File: src/rtl/vanilla_barrier_node.sv
// Per-tile barrier tree node: gathers Pi plus masked neighbour bits, forwards up, broadcasts release.
// Optional performance counters are enabled with `define VANILLA_BARRIER_PERF_EN.
module vanilla_barrier_node #(
    parameter int barrier_dirs_p = 5
`ifdef VANILLA_BARRIER_PERF_EN
    , parameter int perf_width_p = 32
`endif
    , localparam int barrier_lg_dirs_lp = (barrier_dirs_p + 1 > 1) ? $clog2(barrier_dirs_p + 1) : 1
) (
    input  logic                          clk_i,
    input  logic                          reset_i,
    input  logic [barrier_dirs_p-1:0]     barrier_src_r_i,
    input  logic [barrier_lg_dirs_lp-1:0] barrier_dest_r_i,
    input  logic                          pi_i,
    output logic                          po_o,
    input  logic [barrier_dirs_p-1:0]     up_i,
    output logic [barrier_dirs_p-1:0]     up_o,
    input  logic [barrier_dirs_p-1:0]     down_i,
    output logic [barrier_dirs_p-1:0]     down_o,
    output logic                          busy_o
`ifdef VANILLA_BARRIER_PERF_EN
    , output logic [perf_width_p-1:0]     barrier_count_o
    , output logic [perf_width_p-1:0]     wait_cycles_o
`endif
);

    typedef enum logic [1:0] {IDLE = 2'd0, UP = 2'd1, REL = 2'd2} state_e;

    state_e                    state_r, state_n;
    logic                      sense_r, sense_n;
    logic                      po_r, po_n;
    logic                      busy_r;
    logic [barrier_dirs_p-1:0] up_r, up_n;
    logic [barrier_dirs_p-1:0] down_r, down_n;
    logic [barrier_dirs_p-1:0] src_r, src_n;
    logic [barrier_dirs_p-1:0] dest_r, dest_n;

    logic [barrier_dirs_p-1:0] src_val;
    logic [barrier_dirs_p-1:0] inv_sense;
    logic [barrier_dirs_p-1:0] dest_live;
    logic [barrier_dirs_p-1:0] rel_mask;
    logic                      gather_done;
    logic                      release_match;
    logic                      unused_up0;

    assign unused_up0 = up_i[0];
    assign src_val    = {up_i[barrier_dirs_p-1:1], pi_i};
    assign inv_sense  = {barrier_dirs_p{~sense_r}};
    assign rel_mask   = {src_r[barrier_dirs_p-1:1], 1'b0};

    // Destination held one-hot over neighbour links; an all-zero vector means root
    // (dest 0, dest == barrier_dirs_p, or any out-of-range value).
    always_comb begin
        dest_live = '0;
        for (int d = 1; d < barrier_dirs_p; d++) begin
            dest_live[d] = (barrier_dest_r_i == barrier_lg_dirs_lp'(d));
        end
    end

    assign gather_done   = (barrier_src_r_i != '0) &&
                           ((barrier_src_r_i & (src_val ^ inv_sense)) == '0);
    assign release_match = (((down_i ^ inv_sense) & dest_r) == '0);

    // NOTE: every *_n gets its default first, so no path through the case infers a latch.
    always_comb begin
        state_n = state_r;
        sense_n = sense_r;
        po_n    = po_r;
        up_n    = up_r;
        down_n  = down_r;
        src_n   = src_r;
        dest_n  = dest_r;
        case (state_r)
            IDLE: begin
                if (gather_done) begin
                    src_n  = barrier_src_r_i;
                    dest_n = dest_live;
                    if (dest_live == '0) begin
                        state_n = REL;
                    end else begin
                        up_n    = (up_r & ~dest_live) | (dest_live & inv_sense);
                        state_n = UP;
                    end
                end
            end
            UP: begin
                if (release_match) state_n = REL;
            end
            REL: begin
                sense_n = ~sense_r;
                po_n    = ~sense_r;
                down_n  = (down_r & ~rel_mask) | (rel_mask & inv_sense);
                state_n = IDLE;
            end
            default: state_n = IDLE;
        endcase
    end

    // NOTE: sequential state uses non-blocking assignments so every flop samples pre-edge values.
    always_ff @(posedge clk_i or posedge reset_i) begin
        if (reset_i) begin
            state_r <= IDLE;
            sense_r <= 1'b0;
            po_r    <= 1'b0;
            busy_r  <= 1'b0;
            up_r    <= '0;
            down_r  <= '0;
            src_r   <= '0;
            dest_r  <= '0;
        end else begin
            state_r <= state_n;
            sense_r <= sense_n;
            po_r    <= po_n;
            busy_r  <= (state_n != IDLE);
            up_r    <= up_n;
            down_r  <= down_n;
            src_r   <= src_n;
            dest_r  <= dest_n;
        end
    end

    assign po_o   = po_r;
    assign up_o   = up_r;
    assign down_o = down_r;
    assign busy_o = busy_r;

`ifdef VANILLA_BARRIER_PERF_EN
    logic [perf_width_p-1:0] barrier_count_r;
    logic [perf_width_p-1:0] wait_cycles_r;

    always_ff @(posedge clk_i or posedge reset_i) begin
        if (reset_i) begin
            barrier_count_r <= '0;
            wait_cycles_r   <= '0;
        end else begin
            if (state_r == REL) barrier_count_r <= barrier_count_r + perf_width_p'(1);
            if (state_r == UP)  wait_cycles_r   <= wait_cycles_r + perf_width_p'(1);
        end
    end

    assign barrier_count_o = barrier_count_r;
    assign wait_cycles_o   = wait_cycles_r;
`endif

endmodule

File: config.mk
export PLATFORM = sky130hd
export DESIGN_NAME = vanilla_barrier_node
export DESIGN_NICKNAME = d
export VERILOG_FILES = /design/src/rtl/vanilla_barrier_node.sv
export SDC_FILE = /design/constraint.sdc
export NUM_CORES = 1
export LEC_CHECK = 0
export ABC_AREA = 0
export CORE_ASPECT_RATIO = 0.7
export CORE_MARGIN = 5
export CORE_UTILIZATION = 45
export CTS_CLUSTER_DIAMETER = 30
export CTS_CLUSTER_SIZE = 20
export DETAILED_ROUTE_END_ITERATION = 16
export PLACE_DENSITY = 0.78
export SETUP_SLACK_MARGIN = 0.3
export SLEW_MARGIN = 20
export SYNTH_ARGS = -nofsm -noshare
export SYNTH_HDL_FRONTEND = slang
export SYNTH_SLANG_ARGS = --single-unit
File: constraint.sdc
create_clock -name clk_i -period 2.25 [get_ports clk_i]
set_input_delay 0.45 -clock clk_i [delete_from_list [all_inputs] [get_ports clk_i]]
set_output_delay 0.45 -clock clk_i [all_outputs]
set_load 0.005 [all_outputs]
==> metrics.csv <==
metric,value,unit
outcome,finished clean,
ratio of cells with drive above 1 in the final layout,22.9,%
critical path depth,5,
Cell Pwr Density,1110,nW/um^2
hold-fix buffers at CTS,0,
Final min period,1950,ps
sequential area share after synthesis,49.2,%
final period utilization,86.7,%
Core ar.,2150,um^2
Initial DRC Count,20,
Setup crit end,src_r[1]$_DFFE_PP0P_,
crit-path cells,a21boi_4 > a2bb2oi_2 > o221ai_4 > or4_4 > mux2_4,
switching part of the total,35.2,%
Crit path max-delay family,compound AO/OA/AOI/OAI gates,
Fillers,169,
synthesized area per cell,10.2,um^2
worst-path maximum fanout,4,
Die Wd,66.8,um
Clock Sinks,20,
Fin. Hold Viols,0,
RSZ-0062 raised after global routing,yes,
WP data arrival,2150,ps
Synth-to-Final Area Change,47.4,%
"commonest non-fill, non-tap cell in the layout",clkdlybuf4s50_1,
clk_lat worst skew,300,ps
clk root buf,clkbuf_4,
P_int,0.00108,W
Port Buffer Count,28,
TritonCTS buffer count,3,
CTS tree,built,
r2r endpoint,src_r[1]$_DFFE_PP0P_,
DP Area,1390,um^2
Chip Height,49.8,um
MaxCap Viol Count,0,
placer congestion estimate,0.809,
crit path launch,po_o$_DFFE_PP0N_,
Placed Instances,166,
vias in the first global route,906,
Critical Path Source Type,flop,
DRT Pass-1 Iters,4,
DR WL/cell,15.6,um
final std cells w/o fill,172,
"Slew Viols, Final",0,
Post-Syn Area,1020,um^2
VDD IR-drop max,0.000539,V
largest net degree at the start of global routing,15,
Initial Util,47.2,%
clock-pin transition on the worst setup and hold timing paths,110,ps
GRT Residual Overflow,0,
Max clock buf depth,2,
synthesized flop and latch total,20,
Core Rows,14,
worst reg-to-reg path cell count,5,
cell area after layout,1500,um^2
Hold Crit Class,in -> async,
full die area,3330,um^2
net switching power,0.000587,W
Vias/cell,5.14,
final setup fails,0,
Final nets,163,
CP endpoint kind,flop,
Lkg Pwr,0.701,nW
Critical path buffers and inverters,0,
Max Fclk,513,MHz
Antenna Nets Post-Route,0,
Vias,884,
first-pass GRT wire length,4.44,mm
combinational power share,51.2,%
antenna violations before repair,0,
drt total wl,2.68,mm
GRT Total Usage,17.4,%
Critical Path RT,2450,ps
worst r2r src,po_o$_DFFE_PP0N_,
sequential share of power,38.5,%
Worst R2R Setup Slack,300,ps
synth warn,0,
Setup CP Type,reg -> reg,
DRC errors left,0,
Boundary Pins,33,
synth unique cells,32,
CP max stage cell,or4_4,
clock skew,4.79,ps
# H-tree levels,1,
n_diodes,0,
cell count after synthesis,100,
Clk pwr share,10.2,%
Critical Path Max Stage Delay,550,ps
post-DP HPWL,1.91,mm
"leading cell types in the layout, fill and taps excluded","20 x clkdlybuf4s50_1, 19 x dfrtp_1, 12 x inv_1",
==> power groups by stage <==
stage / clock, W / sequential (W) / combinational, W
floorplan: 0 / 0.000618 / 0.000438
finish: 0.000171 / 0.000642 / 0.000854
global route: 0.000196 / 0.000665 / 0.000929
detailed placement: 0 / 0.000640 / 0.000746
global placement: 0 / 0.000624 / 0.000728
CTS: 0.000174 / 0.000634 / 0.000794
==> worst min path at each step <==
stage,start,end,slack (ps)
2_1_floorplan,reset_i,async pin,410
3_3_place_gp,src_r[4]$_DFFE_PP0P_,flop,450
3_5_place_dp,src_r[4]$_DFFE_PP0P_,flop,460
4_1_cts,reset_i,async pin,400
5_1_grt,reset_i,async pin,400
6_report,reset_i,dest_r[4]$_DFFE_PP0P_,380
==> final cells by class <==
class | count | area [um^2] | area share (%)
clock buffer | 3 | 22.5 | 1.50
inverter | 12 | 45.0 | 3.01
multi-input combinational | 64 | 507 | 33.8
sequential | 20 | 502 | 33.5
tap | 32 | 40.0 | 2.67
timing repair buffer | 41 | 383 | 25.5
==> metal layers <==
metal	part of all wire (%)	GRT usage, %	wire, um	vias to the layer above
met3	8.0	5.00	215	5
met5	0	0	0	-
li1	-	-	-	425
met1	44	23.0	1170	423
met4	1.3	6.08	36	0
met2	47	26.8	1260	31
==> stage by stage <==
stage / total power, W / hold WS, ps / setup TNS (ps) / utilization, % / worst slack (ps)
3_5_place_dp: 0.00139 / 464 / -2500 / 64.6 / -268
4_1_cts: 0.00160 / 397 / 0 / 67.1 / 295
6_report: 0.00167 / 384 / 0 / 69.6 / 299
5_1_grt: 0.00179 / 402 / 0 / 69.6 / 219
2_1_floorplan: 0.00106 / 414 / 0 / - / 271
3_3_place_gp: 0.00135 / 454 / -2070 / 64.6 / -221
==> synth_stat cells <==
cell type / instances / area, um^2
nor2b_1: 1 / 6.26
inv_1: 12 / 45.0
nor2_1: 5 / 18.8
buf_4: 3 / 22.5
mux2_4: 2 / 30.0
o21ai_0: 5 / 25.0
clkbuf_1: 1 / 3.75
dfrtp_1: 20 / 500
o221ai_2: 1 / 15.0
a22oi_1: 4 / 30.0
xnor2_1: 4 / 35.0
nor4_1: 3 / 18.8
xor2_1: 1 / 8.76
a21oi_1: 3 / 15.0
buf_2: 1 / 5.00
conb_1: 1 / 3.75
nor3_1: 1 / 5.00
mux2i_1: 4 / 40.0
nand3b_1: 1 / 7.51
o22ai_1: 1 / 6.26
a21o_1: 3 / 22.5
nand2b_1: 1 / 6.26
or4_1: 3 / 22.5
nand2_1: 10 / 37.5
mux2_2: 2 / 22.5
o32ai_1: 1 / 8.76
a21boi_2: 1 / 11.3
a32o_1: 1 / 10.0
o21a_1: 1 / 7.51
a31oi_1: 1 / 6.26
nand3_1: 1 / 5.00
a2bb2oi_2: 1 / 15.0
==> cell families (layout without fill, tap and decap cells) <==
group,count (synthesis),count (layout),synth area share (%)
compound gates,23,23,17.0
mux,8,8,9.10
simple gates,26,26,12.5
buf+inv,17,56,7.50
other cells,1,2,0.369
xor+xnor,5,5,4.30
flops,20,20,49.2
==> worst register-to-register path: stages, from the launching register on <==
cell	delay [ps]
dfrtp_2	430
a21boi_4	200
a2bb2oi_2	200
o221ai_4	150
or4_4	550
mux2_4	320
==> repair_timing <==
action	CTS	global route
gates resized for setup	12	9
setup buffers	2	1
endpoints found under the setup margin	14	14
pin swaps	4	6
(Power assumes the default switching activity.)
